--- src/rtl/circuito_exp5_if.sv ---
// rtl/circuito_exp5_if.sv - player/status/debug bundle of the memory-sequence game
interface circuito_exp5_if;
  logic       iniciar;
  logic [3:0] chaves;
  logic       acertou;
  logic       errou;
  logic       pronto;
  logic [3:0] leds;
  logic       db_igual;
  logic [6:0] db_contagem;
  logic [6:0] db_memoria;
  logic [6:0] db_estado;
  logic [6:0] db_jogadafeita;
  logic       db_clock;
  logic       db_iniciar;
  logic       db_tem_jogada;

  modport master (
    output iniciar, chaves,
    input  acertou, errou, pronto, leds, db_igual, db_contagem, db_memoria,
           db_estado, db_jogadafeita, db_clock, db_iniciar, db_tem_jogada
  );

  modport slave (
    input  iniciar, chaves,
    output acertou, errou, pronto, leds, db_igual, db_contagem, db_memoria,
           db_estado, db_jogadafeita, db_clock, db_iniciar, db_tem_jogada
  );
endinterface

--- src/rtl/circuito_exp5.sv ---
// rtl/circuito_exp5.sv - memory-sequence game datapath and control; DB_DISPLAYS_EN enables the four 7-seg debug displays
module circuito_exp5 (
  input  logic             clock,
  input  logic             reset,
  circuito_exp5_if.slave   bus
);

  typedef enum logic [3:0] {
    inicial       = 4'h0,
    preparacao    = 4'h1,
    espera_jogada = 4'h2,
    registra      = 4'h4,
    comparacao    = 4'h5,
    proximo       = 4'h6,
    fim_acertou   = 4'hA,
    fim_errou     = 4'hE
  } estado_t;

  estado_t    estado, proximo_estado;
  logic [3:0] contagem;
  logic [3:0] jogada;
  logic [3:0] memoria;
  logic       tem_jogada;
  logic       tem_anterior;
  logic       jogada_feita;
  logic       igual;
  logic       fim_c;
  logic       zera_c, conta_c, zera_r, registra_r;

  always_comb begin
    memoria = 4'b0001;
    case (contagem)
      4'h0: memoria = 4'b0001;
      4'h1: memoria = 4'b0010;
      4'h2: memoria = 4'b0100;
      4'h3: memoria = 4'b1000;
      4'h4: memoria = 4'b0100;
      4'h5: memoria = 4'b0010;
      4'h6: memoria = 4'b0001;
      4'h7: memoria = 4'b0001;
      4'h8: memoria = 4'b0010;
      4'h9: memoria = 4'b0010;
      4'hA: memoria = 4'b0100;
      4'hB: memoria = 4'b0100;
      4'hC: memoria = 4'b1000;
      4'hD: memoria = 4'b1000;
      4'hE: memoria = 4'b0001;
      4'hF: memoria = 4'b0100;
      default: memoria = 4'b0001;
    endcase
  end

  assign tem_jogada = |bus.chaves;
  assign igual      = (jogada == memoria);
  assign fim_c      = (contagem == 4'hF);

  // Registered pulse: one play per 0 -> nonzero transition of the switches.
  always_ff @(posedge clock or negedge reset) begin
    if (!reset) begin
      tem_anterior <= 1'b0;
      jogada_feita <= 1'b0;
    end else begin
      tem_anterior <= tem_jogada;
      jogada_feita <= tem_jogada & ~tem_anterior;
    end
  end

  always_ff @(posedge clock or negedge reset) begin
    if (!reset)
      contagem <= 4'h0;
    else if (zera_c)
      contagem <= 4'h0;
    else if (conta_c)
      contagem <= contagem + 4'h1;
  end

  always_ff @(posedge clock or negedge reset) begin
    if (!reset)
      jogada <= 4'h0;
    else if (zera_r)
      jogada <= 4'h0;
    else if (registra_r)
      jogada <= bus.chaves;
  end

  always_ff @(posedge clock or negedge reset) begin
    if (!reset)
      estado <= inicial;
    else
      estado <= proximo_estado;
  end

  always_comb begin
    proximo_estado = estado;
    zera_c         = 1'b0;
    zera_r         = 1'b0;
    registra_r     = 1'b0;
    conta_c        = 1'b0;
    case (estado)
      inicial:       if (bus.iniciar) proximo_estado = preparacao;
      preparacao: begin
        zera_c         = 1'b1;
        zera_r         = 1'b1;
        proximo_estado = espera_jogada;
      end
      espera_jogada: if (jogada_feita) proximo_estado = registra;
      registra: begin
        registra_r     = 1'b1;
        proximo_estado = comparacao;
      end
      comparacao: begin
        if (!igual)
          proximo_estado = fim_errou;
        else if (fim_c)
          proximo_estado = fim_acertou;
        else
          proximo_estado = proximo;
      end
      proximo: begin
        conta_c        = 1'b1;
        proximo_estado = espera_jogada;
      end
      fim_acertou,
      fim_errou:     if (bus.iniciar) proximo_estado = preparacao;
      default:       proximo_estado = inicial;
    endcase
  end

  assign bus.acertou       = (estado == fim_acertou);
  assign bus.errou         = (estado == fim_errou);
  assign bus.pronto        = (estado == fim_acertou) || (estado == fim_errou);
  assign bus.leds          = jogada;
  assign bus.db_igual      = igual;
  assign bus.db_clock      = clock;
  assign bus.db_iniciar    = bus.iniciar;
  assign bus.db_tem_jogada = tem_jogada;

`ifdef DB_DISPLAYS_EN
  // Segments in gfedcba order, 0 lights the segment.
  function automatic logic [6:0] hex7seg(input logic [3:0] v);
    case (v)
      4'h0: hex7seg = 7'b1000000;
      4'h1: hex7seg = 7'b1111001;
      4'h2: hex7seg = 7'b0100100;
      4'h3: hex7seg = 7'b0110000;
      4'h4: hex7seg = 7'b0011001;
      4'h5: hex7seg = 7'b0010010;
      4'h6: hex7seg = 7'b0000010;
      4'h7: hex7seg = 7'b1111000;
      4'h8: hex7seg = 7'b0000000;
      4'h9: hex7seg = 7'b0010000;
      4'hA: hex7seg = 7'b0001000;
      4'hB: hex7seg = 7'b0000011;
      4'hC: hex7seg = 7'b1000110;
      4'hD: hex7seg = 7'b0100001;
      4'hE: hex7seg = 7'b0000110;
      default: hex7seg = 7'b0001110;
    endcase
  endfunction

  assign bus.db_contagem    = hex7seg(contagem);
  assign bus.db_memoria     = hex7seg(memoria);
  assign bus.db_estado      = hex7seg(estado);
  assign bus.db_jogadafeita = hex7seg(jogada);
`else
  assign bus.db_contagem    = 7'b1111111;
  assign bus.db_memoria     = 7'b1111111;
  assign bus.db_estado      = 7'b1111111;
  assign bus.db_jogadafeita = 7'b1111111;
`endif

endmodule

--- src/flat_wrapper.sv ---
// flat-port wrapper written by rule: the top's interface ports become plain ports
module circuito_exp5_flat 
  (clock, reset, bus_iniciar, bus_chaves, bus_acertou, bus_errou, bus_pronto, bus_leds, bus_db_igual, bus_db_contagem, bus_db_memoria, bus_db_estado, bus_db_jogadafeita, bus_db_clock, bus_db_iniciar, bus_db_tem_jogada);
  circuito_exp5_if bus_i ();
  input  logic clock;
  input  logic reset;
  input wire logic [$bits(bus_i.iniciar)-1:0] bus_iniciar;
  input wire logic [$bits(bus_i.chaves)-1:0] bus_chaves;
  output wire logic [$bits(bus_i.acertou)-1:0] bus_acertou;
  output wire logic [$bits(bus_i.errou)-1:0] bus_errou;
  output wire logic [$bits(bus_i.pronto)-1:0] bus_pronto;
  output wire logic [$bits(bus_i.leds)-1:0] bus_leds;
  output wire logic [$bits(bus_i.db_igual)-1:0] bus_db_igual;
  output wire logic [$bits(bus_i.db_contagem)-1:0] bus_db_contagem;
  output wire logic [$bits(bus_i.db_memoria)-1:0] bus_db_memoria;
  output wire logic [$bits(bus_i.db_estado)-1:0] bus_db_estado;
  output wire logic [$bits(bus_i.db_jogadafeita)-1:0] bus_db_jogadafeita;
  output wire logic [$bits(bus_i.db_clock)-1:0] bus_db_clock;
  output wire logic [$bits(bus_i.db_iniciar)-1:0] bus_db_iniciar;
  output wire logic [$bits(bus_i.db_tem_jogada)-1:0] bus_db_tem_jogada;
  assign bus_i.iniciar = bus_iniciar;
  assign bus_i.chaves = bus_chaves;
  assign bus_acertou = bus_i.acertou;
  assign bus_errou = bus_i.errou;
  assign bus_pronto = bus_i.pronto;
  assign bus_leds = bus_i.leds;
  assign bus_db_igual = bus_i.db_igual;
  assign bus_db_contagem = bus_i.db_contagem;
  assign bus_db_memoria = bus_i.db_memoria;
  assign bus_db_estado = bus_i.db_estado;
  assign bus_db_jogadafeita = bus_i.db_jogadafeita;
  assign bus_db_clock = bus_i.db_clock;
  assign bus_db_iniciar = bus_i.db_iniciar;
  assign bus_db_tem_jogada = bus_i.db_tem_jogada;
  circuito_exp5 u_core (.clock(clock), .reset(reset), .bus(bus_i));
endmodule
--- config.mk ---
export PLATFORM = sky130hd
export DESIGN_NAME = circuito_exp5_flat
export DESIGN_NICKNAME = d
export VERILOG_FILES = /design/src/rtl/circuito_exp5_if.sv /design/src/rtl/circuito_exp5.sv /design/src/flat_wrapper.sv
export SDC_FILE = /design/constraint.sdc
export NUM_CORES = 1
export LEC_CHECK = 0
export ABC_AREA = 1
export BUFFER_PORTS_ARGS = -buffer_cell sky130_fd_sc_hd__buf_2
export CORE_MARGIN = 3
export CORE_UTILIZATION = 45
export CTS_CLUSTER_SIZE = 24
export DETAILED_ROUTE_END_ITERATION = 10
export PLACE_DENSITY = 0.78
export SYNTH_ARGS = -nofsm -noshare
export SYNTH_HDL_FRONTEND = slang
export SYNTH_SLANG_ARGS = --single-unit
--- constraint.sdc ---
create_clock -name clock -period 2.45 [get_ports clock]
set_clock_uncertainty 0.1 [all_clocks]
set_input_delay 0.6125 -clock clock [delete_from_list [all_inputs] [get_ports clock]]
set_output_delay 0.6125 -clock clock [all_outputs]
set_load 0.02 [all_outputs]
Word-level counts from Yosys, hierarchy flattened
Memories as Yosys holds them, arrays and structs flattened.
Cells that the tools add are included.
{"block": "totals", "register_bits": 14, "romBits": 64, "input_bits": 7, "output_inout_bits": 39, "mem_count": 1}
{"name": "(no name shown)", "depth": 16, "width": 4, "rd": 1, "rd_clocked_by_memory_dff": 0, "write_ports": 0, "line": "circuito_exp5.sv:32", "text": "case (contagem)"}
{"block": "classes", "addsub": 1, "n_eq_ne": 11, "muxes": 12, "n_bitwise": 2, "reduce_logical": 8}
{"operator": "4-bit two-way mux", "count": 8}
{"operator": "4-bit one-hot mux with 5 select lines", "count": 1}
{"operator": "4-bit by 3-bit equality test with 1-bit output (second input constant)", "count": 3}
{"operator": "4-bit equality test (second input constant)", "count": 3}
{"operator": "4-bit by 1-bit adder with 4-bit output (second input constant)", "count": 1}
{"operator": "4-bit by 1-bit equality test with 1-bit output (second input constant)", "count": 1}
{"operator": "4-bit by 2-bit equality test with 1-bit output (second input constant)", "count": 1}
{"operator": "4-bit equality test", "count": 1}
{"operator": "4-bit zero test", "count": 1}
{"operator": "2-bit by 1-bit != test with 1-bit output (second input constant)", "count": 2}
{"operator": "2-bit nonzero test", "count": 2}
{"operator": "4-bit OR reduction", "count": 1}
{"operator": "1-bit two-way mux", "count": 3}
{"operator": "3-bit OR reduction", "count": 1}
{"operator": "2-bit AND reduction", "count": 1}
{"operator": "2-bit OR reduction", "count": 1}
{"operator": "1-bit AND", "count": 1}
{"operator": "1-bit logical OR", "count": 1}
{"operator": "1-bit NOT", "count": 1}

Depth between registers and ports, before layout
Gate-level depths: netlist (run 1).
{"block": "depth", "depth_word": 4, "ltp_mapped": 12, "ltp_nobuf": 12}

==> results.py, run 1 <==
metrics = {
    "run_status": {
        "status": "finished with violations",
        "failed_checks": "setup timing",
    },
    "synthesis": {
        "seq_area_frac_synth": 0.309,
        "synth-async-reset-ratio": 1.00,
        "synthesis.instances": 155,
        "total_standard_cell_area_after_synthesis_mm2": 0.00113,
        "synth_flop_cell": "sky130_fd_sc_hd__dfrtp_1",
        "yosys_warnings": 0,
        "synth_area_per_cell_um2": 7.31,
        "number_of_flops_mapped_to_enable_cells_by_yosys": 0,
        "register_bit_count_reported_by_yosys": 14,
        "yosys.cell_types.count": 27,
    },
    "final_layout": {
        "layout.core_utilization": 0.614,
        "layout_cells_sized_above_1": 0.394,
        "finalNonFillerCells": 221,
        "area_growth_syn_to_layout_pct": 24.5,
        "nets": 206,
        "antenna_diode_count": 0,
    },
    "floorplanning": {
        "die_y_um": 56.2,
        "initial_core_util": 0.493,
        "pin_count": 46,
        "fp.dieW_um": 56.2,
        "die_area_mm2": 0.00316,
        "core_area_mm2": 0.00230,
        "std_cell_rows": 17,
    },
    "worst_setup_path": {
        "cp_slowest_stage_delay_ns": 0.45,
        "reg2reg_from": "u_core.contagem[1]",
        "critPathLaunch": "u_core.contagem[1]",
        "worst-setup-path-type": "reg -> out",
        "slowest_stage": "sky130_fd_sc_hd__dfrtp_2",
        "maximum_fanout_count_along_the_critical_path": 4,
        "worst-r2r-cell-count": 18,
        "cp-end-kind": "output port",
        "crit_path_cell_trace": "inv_2 -> ha_4 -> nand2_1 -> nand3_2 -> nand2_1 -> nand2_1 -> a21oi_2 -> and2_4 -> buf_6",
        "regToRegEndpoint": "u_core.estado[3]",
        "path_common_cell": "sky130_fd_sc_hd__nand2_1",
        "critPathRequiredTime_ns": 1.74,
        "setup.reg_to_reg.worst_slack_ns": 0.07,
        "setup.worst_path.start_class": "register",
        "timing.critical_path.arrival_ns": 1.87,
    },
    "sta": {
        "timing.final.hold_violations": 0,
        "setup_violations": 1,
        "final.period_utilization": 1.06,
        "finalCriticalPeriod_ns": 2.59,
        "fmaxAchievable_ghz": 0.387,
        "tns_ns": -0.136,
        "rsz0062_at_grt": "yes",
        "setup_slack_ns": -0.136,
        "final-max-slew-violation-count": 0,
    },
    "power_and_ir_drop": {
        "total_power_mw": 1.56,
        "power_frac_seq": 0.239,
        "cellInternalPower_mw": 0.879,
        "power-per-cell-area_mw_per_mm2": 1100,
        "p_sw_mw": 0.680,
        "power_frac_clock": 0.180,
        "peak_supply_drop_uv": 751,
        "share_comb_of_total_power": 0.581,
        "power_leakage_nw": 0.785,
        "netSwitchingFraction": 0.436,
    },
    "routing": {
        "vias": 1028,
        "postRouteWirelength_mm": 2.55,
        "avgViaCountPerCell": 4.65,
        "route.detailed.drc": 0,
        "detail_route.iter0.violations": 20,
        "detail_route.first_pass.iterations": 4,
        "antenna_left": 0,
        "wl_per_cell_um": 11.6,
    },
    "clock_network": {
        "cts_tree": "done",
        "clk_transition_reported_paths_ns": 0.09,
        "hold_buffers": 0,
        "worstSkewPairLatency_ns": 0.39,
    },
    "global_routing": {
        "overall_global_routing_usage": 0.169,
        "overflow": 0,
        "grt_pass1_vias": 950,
        "grt_pass1_wl_mm": 4.01,
        "grt_max_degree": 15,
        "grt_antenna_before_repair": 0,
    },
    "min_path": {
        "timing.hold.worst.class": "in -> async",
    },
    "run": {
        "max_cap_violations": 0,
    },
    "place": {
        "port_buffer_count": 17,
        "hpwl_mm": 1.72,
        "gp_routability_congestion": 0.843,
        "placed_cells": 197,
        "post-place-ws_ns": 0.202,
    },
}
[metrics by stage]
stage / cell area (um2) / hold slack, ns
2_1_floorplan: 1230 / 0.217
3_3_place_gp: 1130 / 0.285
3_5_place_dp: 1130 / 0.297
4_1_cts: 1320 / 0.0102
5_1_grt: 1410 / 0.0112
6_report: 1410 / 0.00585
[what timing repair did]
| action | CTS | global route |
|---|---|---|
| cloned | 0 | 0 |
| endpoints found under the setup margin | 1 | 1 |
| resized for setup | 11 | 15 |
| endpoints found under the hold margin | 0 | 0 |
| pin swaps | 6 | 5 |
| buffers inserted | 14 | 3 |
[how the worst max path moves through the flow]
stage              endpoint  slack, ns  depth (start not counted)
5_1_grt        bus_db_igual      -0.23                          9
3_3_place_gp   bus_db_igual       0.25                          8
3_5_place_dp   bus_db_igual       0.20                          8
4_1_cts        bus_db_igual      -0.08                          8
6_report       bus_db_igual      -0.14                          9
2_1_floorplan  bus_db_igual       0.38                          7
[synthesized netlist by cell type (2+ instances only)]
library cell	n	area share
sky130_fd_sc_hd__nand2_1	36	0.12
sky130_fd_sc_hd__buf_4	30	0.20
sky130_fd_sc_hd__inv_1	16	0.053
sky130_fd_sc_hd__dfrtp_1	14	0.31
sky130_fd_sc_hd__nand3_1	11	0.049
sky130_fd_sc_hd__nor2_1	7	0.023
sky130_fd_sc_hd__inv_2	6	0.020
sky130_fd_sc_hd__ha_1	5	0.055
sky130_fd_sc_hd__nand2_2	4	0.022
sky130_fd_sc_hd__o22ai_1	4	0.022
sky130_fd_sc_hd__o21ai_0	3	0.013
sky130_fd_sc_hd__a21oi_1	2	0.0088
sky130_fd_sc_hd__nor2_2	2	0.011
sky130_fd_sc_hd__nor3_1	2	0.0088
[registers in the layout, summed over array words and instances, names as in the netlist]
| register | flops |
|---|---|
| u_core.bus.leds | 4 |
| u_core.contagem | 4 |
| u_core.jogada_feita | 1 |
| u_core.estado | 4 |
| u_core.tem_anterior | 1 |
[per-layer routing]
| metal | up-vias | routed length, um | global-route usage |
|---|---|---|---|
| li1 | 504 | - | - |
| met1 | 462 | 959 | 0.181 |
| met2 | 55 | 1300 | 0.282 |
| met3 | 7 | 238 | 0.0510 |
| met4 | 0 | 57 | 0.115 |
| met5 | - | 0 | 0 |
[power by group through the flow]
stage,clock [mW],combinational [mW],sequential [mW]
4_1_cts,0.288,0.813,0.359
3_3_place_gp,0.0381,0.577,0.359
2_1_floorplan,0.0477,0.480,0.376
3_5_place_dp,0.0381,0.594,0.364
6_report,0.280,0.906,0.372
5_1_grt,0.308,1.01,0.384
[worst max-delay path: cells and delay by family (launching register included)]
family / cells / cell delay [ns]
adders and majority gates: 1 / 0.16
DFF: 1 / 0.45
AOI/OAI and AO/OA: 1 / 0.20
buffers and inverters: 2 / 0.20
and+or+nand+nor: 5 / 0.48
[layout by cell type (no fill, tap or decap), types with 2 or more instances in the layout]
master                     netlist  final
sky130_fd_sc_hd__nand2_1        36     32
sky130_fd_sc_hd__conb_1          1     28
sky130_fd_sc_hd__buf_2           0     16
sky130_fd_sc_hd__buf_4          30     16
sky130_fd_sc_hd__inv_1          16     14
sky130_fd_sc_hd__dfrtp_1        14     11
sky130_fd_sc_hd__nand3_1        11      8
sky130_fd_sc_hd__nand2_2         4      8
sky130_fd_sc_hd__inv_2           6      7
sky130_fd_sc_hd__nor2_1          7      7
sky130_fd_sc_hd__clkbuf_4        0      6
sky130_fd_sc_hd__nand3_2         1      4
sky130_fd_sc_hd__o22ai_1         4      4
sky130_fd_sc_hd__ha_4            0      4
sky130_fd_sc_hd__o21ai_0         3      3
sky130_fd_sc_hd__dfrtp_2         0      3
sky130_fd_sc_hd__nor2_2          2      2
sky130_fd_sc_hd__a21oi_1         2      2
sky130_fd_sc_hd__nor3_1          2      2
sky130_fd_sc_hd__buf_6           0      2
[cell families (layout without fill, tap and decap cells)]
group           Yosys count  in the layout  synth area share
simple gates             69             69             0.281
buf+inv                  52             63             0.272
flops                    14             14             0.309
compound gates           13             13            0.0717
fa+ha+maj                 5              5            0.0552
other cells               1             28           0.00331
xor+xnor                  1              1           0.00773
[cell type report]
class / count / area (um2)
Fill cell: 225 / 886
Multi-Input combinational cell: 116 / 656
Sequential cell: 14 / 354
Timing Repair Buffer: 33 / 218
Inverter: 22 / 85.1
Clock buffer: 8 / 63.8
Tap cell: 28 / 35.0
Power figures use the tool's default switching activity.
==> run 2: changes to the inputs <==
Settings changed: RECOVER_POWER set to 50.
==> run 2 against run 1 <==
Critical endpoint unchanged. Largest power group unchanged. The run still ends with setup timing left. Critical path depth unchanged. Critical path type unchanged. Sequential share of layout area hardly changed. Combinational power is essentially flat. Wire length about the same. First-iteration DRC count up 30%.
==> results.py, run 2 (synthesized netlist as in run 1, its figures left out) <==
metrics = {
    "run_status": {
        "status": "finished with violations",
        "failed_checks": "setup timing",
    },
    "floorplanning": {
        "core_area_mm2": 0.00230,
        "std_cell_rows": 17,
        "pin_count": 46,
        "die_area_mm2": 0.00316,
        "die_y_um": 56.2,
        "fp.dieW_um": 56.2,
        "initial_core_util": 0.493,
    },
    "sta": {
        "setup_slack_ns": -0.130,
        "fin_hold_ws_ns": 0.171,
        "rsz0062_at_grt": "yes",
        "finalCriticalPeriod_ns": 2.58,
        "slew-limit-headroom": 0.471,
        "fmaxAchievable_ghz": 0.388,
        "final-max-slew-violation-count": 0,
        "timing.final.hold_violations": 0,
        "worstMarginPinSlew_ns": 0.794,
        "final.period_utilization": 1.05,
        "tns_ns": -0.130,
        "setup_violations": 1,
    },
    "routing": {
        "avgViaCountPerCell": 4.67,
        "detail_route.first_pass.iterations": 4,
        "detail_route.iter0.violations": 26,
        "postRouteWirelength_mm": 2.56,
        "wl_per_cell_um": 11.6,
        "route.detailed.drc": 0,
        "vias": 1032,
        "antenna_left": 0,
    },
    "final_layout": {
        "nets": 206,
        "area_taken_by_multi_input_logic_gates_um2": 656,
        "layout_commonest_cell": "sky130_fd_sc_hd__nand2_1",
        "final_cell_mix": "32 x sky130_fd_sc_hd__nand2_1, 28 x sky130_fd_sc_hd__conb_1, 16 x sky130_fd_sc_hd__buf_4, 15 x sky130_fd_sc_hd__inv_1, 15 x sky130_fd_sc_hd__buf_2",
        "finalNonFillerCells": 221,
        "layout_cells_sized_above_1": 0.383,
        "area_growth_syn_to_layout_pct": 24.4,
        "regArea_um2": 354,
        "antenna_diode_count": 0,
        "fillerInstances": 223,
    },
    "place": {
        "gp_routability_congestion": 0.843,
        "hpwl_mm": 1.72,
        "placed_cells": 197,
        "post-place-ws_ns": 0.202,
        "port_buffer_count": 17,
    },
    "power_and_ir_drop": {
        "power_frac_clock": 0.180,
        "total_power_mw": 1.56,
        "p_sw_mw": 0.679,
        "power-per-cell-area_mw_per_mm2": 1100,
        "power_leakage_nw": 0.784,
        "share_comb_of_total_power": 0.581,
        "peak_supply_drop_uv": 754,
        "netSwitchingFraction": 0.436,
        "cellInternalPower_mw": 0.878,
        "power_frac_seq": 0.239,
    },
    "worst_setup_path": {
        "cp-end-kind": "output port",
        "worst-setup-path-type": "reg -> out",
        "critPathRequiredTime_ns": 1.74,
        "setup.worst_path.start_class": "register",
        "timing.critical_path.arrival_ns": 1.87,
        "maximum_fanout_count_along_the_critical_path": 4,
    },
    "global_routing": {
        "grt_pass1_vias": 950,
        "overflow": 0,
        "overall_global_routing_usage": 0.169,
        "grt_pass1_wl_mm": 4.01,
        "grt_antenna_before_repair": 0,
        "grt_max_degree": 15,
    },
    "clock_network": {
        "cts_tree": "done",
        "worstSkewPairLatency_ns": 0.39,
        "hold_buffers": 0,
        "clk_transition_reported_paths_ns": 0.09,
    },
    "run": {
        "max_cap_violations": 0,
    },
    "min_path": {
        "timing.hold.worst.class": "in -> async",
    },
}
-- run 2: final timing paths --
check                               startpoint             endpoint  slack [ns]  cells after the start
max                         u_core.contagem[1]         bus_db_igual       -0.13                      9
min                                      reset   u_core.bus.leds[1]        0.17                      1
max reg2reg                 u_core.contagem[1]     u_core.estado[3]        0.07                     18
min reg2reg                u_core.tem_anterior  u_core.jogada_feita        0.30                      1
max in group asynchronous                reset   u_core.contagem[1]        1.54                      1
min in group clock         u_core.tem_anterior  u_core.jogada_feita        0.30                      1
-- run 2: cell type report --
cell class,instances,area share
Timing Repair Buffer,33,0.154
Tap cell,28,0.0248
Multi-Input combinational cell,116,0.465
Sequential cell,14,0.251
Clock buffer,8,0.0453
Inverter,22,0.0603
-- run 2: worst max-delay path, cell delays in order, from the launching register on --
cell and delay, ns:
sky130_fd_sc_hd__dfrtp_2 0.45, sky130_fd_sc_hd__inv_2 0.09, sky130_fd_sc_hd__ha_4 0.16, sky130_fd_sc_hd__nand2_1 0.07, sky130_fd_sc_hd__nand3_2 0.09, sky130_fd_sc_hd__nand2_1 0.08
sky130_fd_sc_hd__nand2_1 0.06, sky130_fd_sc_hd__a21oi_2 0.20, sky130_fd_sc_hd__and2_4 0.18, sky130_fd_sc_hd__buf_6 0.11
-- run 2: power by group through the flow --
stage | clock network (mW) | registers [mW] | logic [mW]
finish | 0.281 | 0.372 | 0.904
global route | 0.308 | 0.384 | 1.00
CTS | 0.288 | 0.359 | 0.813
detailed placement | 0.0381 | 0.364 | 0.594
global placement | 0.0381 | 0.359 | 0.577
floorplan | 0.0477 | 0.376 | 0.480
-- run 2: metrics by stage --
| step | instance area [um2] | util |
|---|---|---|
| after floorplan | 1230 | - |
| after global placement | 1130 | 0.492 |
| after detailed placement | 1130 | 0.492 |
| after CTS | 1320 | 0.574 |
| after global routing | 1410 | 0.614 |
| final | 1410 | 0.614 |
-- run 2: what timing repair did --
action,4_1_cts,5_1_grt
gates cloned,0,0
endpoints found under the setup margin,1,1
buffers inserted,14,3
pin swaps,6,5
gates resized for setup,11,15
-- run 2: metal layers --
metal  part of all wire  GRT usage  up-vias
li1                   -          -      505
met1               0.37      0.181      458
met2               0.51      0.282       62
met3              0.098     0.0510        7
met4              0.022      0.115        0
met5                  0          0        -
==> run 3: changes to the inputs <==
Settings changed: ABC_AREA 1 to unset.
==> run 3 against run 2 <==
The run still ends with setup timing left. Cell count shrank 14%. Clock-buffer cell count unchanged. Synthesized cell count shrank 14%. Hold slack gained 0.14 ns. Critical endpoint unchanged. Largest power group unchanged. Highest routed layer unchanged.
==> results.py, run 3 <==
metrics = {
    "final_layout": {
        "layout_cells_sized_above_1": 0.284,
        "finalNonFillerCells": 190,
        "finalInstanceArea_mm2": 0.00131,
        "layout.core_utilization": 0.566,
        "nets": 175,
        "final_cell_mix": "28 x sky130_fd_sc_hd__conb_1, 15 x sky130_fd_sc_hd__buf_2, 13 x sky130_fd_sc_hd__dfrtp_1, 12 x sky130_fd_sc_hd__nand2_1, 11 x sky130_fd_sc_hd__buf_4",
        "antenna_diode_count": 0,
        "area_growth_syn_to_layout_pct": 14.0,
        "fillerInstances": 228,
        "layout_commonest_cell": "sky130_fd_sc_hd__conb_1",
    },
    "synthesis": {
        "synth_top_area_share": 0.305,
        "synth_commonest_cells": "30 x sky130_fd_sc_hd__buf_4, 14 x sky130_fd_sc_hd__dfrtp_1, 12 x sky130_fd_sc_hd__nand2_1",
        "seq_area_frac_synth": 0.305,
        "synth_most_common_cell": "sky130_fd_sc_hd__buf_4",
        "synth_flop_cell": "sky130_fd_sc_hd__dfrtp_1",
        "synth.top_cells.by_area": "sky130_fd_sc_hd__dfrtp_1 30%, sky130_fd_sc_hd__buf_4 20%, sky130_fd_sc_hd__ha_1 5.4%, sky130_fd_sc_hd__nand2_1 3.9%, sky130_fd_sc_hd__xnor2_1 3.8%",
        "yosys_warnings": 0,
        "synthesis.instances": 133,
        "synth_area_per_cell_um2": 8.65,
        "synth_largest_area_cell": "sky130_fd_sc_hd__dfrtp_1",
        "register_bit_count_reported_by_yosys": 14,
        "total_standard_cell_area_after_synthesis_mm2": 0.00115,
        "number_of_flops_mapped_to_enable_cells_by_yosys": 0,
        "yosys.cell_types.count": 34,
        "synth-async-reset-ratio": 1.00,
    },
    "floorplanning": {
        "std_cell_rows": 17,
        "core_area_mm2": 0.00232,
        "initial_core_util": 0.496,
        "die_y_um": 56.6,
        "fp.dieW_um": 56.6,
        "pin_count": 46,
        "die_area_mm2": 0.00320,
    },
    "min_path": {
        "timing.hold.worst.class": "reg -> reg",
        "hold_path_startpoint": "u_core.tem_anterior",
        "count_of_cells_along_the_worst_hold_path": 1,
        "hold_path_end": "u_core.jogada_feita",
    },
    "routing": {
        "avgViaCountPerCell": 5.02,
        "antenna_left": 0,
        "route.detailed.drc": 0,
        "detail_route.first_pass.iterations": 4,
        "vias": 953,
        "postRouteWirelength_mm": 2.44,
        "detail_route.iter0.violations": 36,
        "wl_per_cell_um": 12.9,
    },
    "power_and_ir_drop": {
        "total_power_mw": 1.60,
        "power-per-cell-area_mw_per_mm2": 1220,
        "power_leakage_nw": 0.624,
        "peak_supply_drop_uv": 809,
    },
    "global_routing": {
        "overall_global_routing_usage": 0.163,
        "grt_antenna_before_repair": 0,
        "grt_pass1_vias": 906,
        "overflow": 0,
        "grt_max_degree": 17,
        "grt_pass1_wl_mm": 3.93,
    },
    "worst_setup_path": {
        "maximum_fanout_count_along_the_critical_path": 2,
        "worst-setup-path-type": "reg -> out",
        "cp-end-kind": "output port",
        "critPathRequiredTime_ns": 1.74,
        "regToRegEndpoint": "u_core.estado[3]",
        "setup.worst_path.start_class": "register",
        "setup.reg_to_reg.worst_slack_ns": 0.40,
        "reg2reg_from": "u_core.contagem[0]",
        "timing.critical_path.arrival_ns": 2.14,
        "worst-r2r-cell-count": 7,
    },
    "sta": {
        "tns_ns": -0.404,
        "final-max-slew-violation-count": 0,
        "final.period_utilization": 1.17,
        "fin_hold_ws_ns": 0.310,
        "fmaxAchievable_ghz": 0.350,
        "setup_slack_ns": -0.404,
        "rsz0062_at_grt": "yes",
        "finalCriticalPeriod_ns": 2.85,
        "worstMarginPinSlew_ns": 0.760,
        "slew-limit-headroom": 0.493,
        "setup_violations": 1,
        "timing.final.hold_violations": 0,
    },
    "place": {
        "post-place-ws_ns": -0.0320,
        "hpwl_mm": 1.86,
        "gp_routability_congestion": 0.818,
        "port_buffer_count": 17,
        "placed_cells": 181,
        "dp_area_mm2": 0.00121,
    },
    "run_status": {
        "status": "finished with violations",
        "failed_checks": "setup timing",
    },
    "clock_network": {
        "worstSkewPairLatency_ns": 0.40,
        "cts_tree": "done",
        "clk_transition_reported_paths_ns": 0.09,
    },
    "run": {
        "max_cap_violations": 0,
    },
}
## run 3: cell count changes after synthesis, moves of 4 or more
cell | before | now
sky130_fd_sc_hd__inv_1 | 16 | 6
sky130_fd_sc_hd__a22oi_1 | 0 | 4
sky130_fd_sc_hd__nand3_1 | 11 | 2
sky130_fd_sc_hd__nand2_1 | 36 | 12
sky130_fd_sc_hd__xnor2_1 | 0 | 5
sky130_fd_sc_hd__inv_2 | 6 | 0
sky130_fd_sc_hd__nand2_2 | 4 | 0
sky130_fd_sc_hd__o22ai_1 | 4 | 0
## run 3: worst max-delay path: stages (launching register included)
cell and delay, ns:
sky130_fd_sc_hd__dfrtp_1 0.40, sky130_fd_sc_hd__buf_6 0.12, sky130_fd_sc_hd__ha_2 0.18, sky130_fd_sc_hd__mux4_2 0.50, sky130_fd_sc_hd__xnor2_2 0.19, sky130_fd_sc_hd__nor3b_4 0.21, sky130_fd_sc_hd__buf_6 0.14
## run 3: final cells by class
cell class / instances / area (um2) / share of cell area
tap: 28 / 35.0 / 0.0267
sequential: 14 / 352 / 0.268
clock buffer: 8 / 63.8 / 0.0487
timing repair buffer: 29 / 189 / 0.144
multi-input combinational: 105 / 649 / 0.495
inverter: 6 / 22.5 / 0.0172
## run 3: worst max-delay path by stage
stage	endpoint	depth (start not counted)	slack (ns)	start
finish	bus_db_igual	6	-0.40	u_core.contagem[0]
CTS	bus_db_igual	6	-0.39	u_core.contagem[1]
detailed placement	bus_db_igual	7	-0.03	u_core.contagem[1]
floorplan	bus_db_igual	7	0.01	u_core.contagem[0]
global placement	bus_db_igual	6	0.03	u_core.contagem[0]
global route	bus_db_igual	7	-0.47	u_core.contagem[1]
## run 3: power by group
part	total, mW	leakage (nW)	switching, mW	internal [mW]
registers	0.427	0.178	0.121	0.305
clock network	0.278	0.0387	0.122	0.156
logic	0.899	0.408	0.471	0.428
total	1.60	0.624	0.714	0.890
## run 3: logic make-up (layout without fill, tap and decap cells)
| logic type | Yosys count | count (layout) | share of synthesized area |
|---|---|---|---|
| simple gates | 39 | 39 | 0.165 |
| compound gates | 26 | 26 | 0.153 |
| other cells | 1 | 28 | 0.00326 |
| xor+xnor | 5 | 5 | 0.0381 |
| mux | 2 | 2 | 0.0359 |
| fa+ha+maj | 5 | 5 | 0.0544 |
| flops | 14 | 14 | 0.305 |
| buf+inv | 41 | 43 | 0.245 |
## run 3: what timing repair did
action,4_1_cts,5_1_grt
buffers inserted,1,0
resized for setup,7,2
hold buffers,1,0
setup endpoints to repair,1,2
pin swaps,5,0
endpoints found under the hold margin,6,0
## run 3: layer usage
metal,vias to the layer above,track usage,routed length (um)
met5,-,0,0
met4,0,0.112,41
met3,4,0.0414,176
met2,49,0.274,1280
met1,441,0.178,948
li1,459,-,-
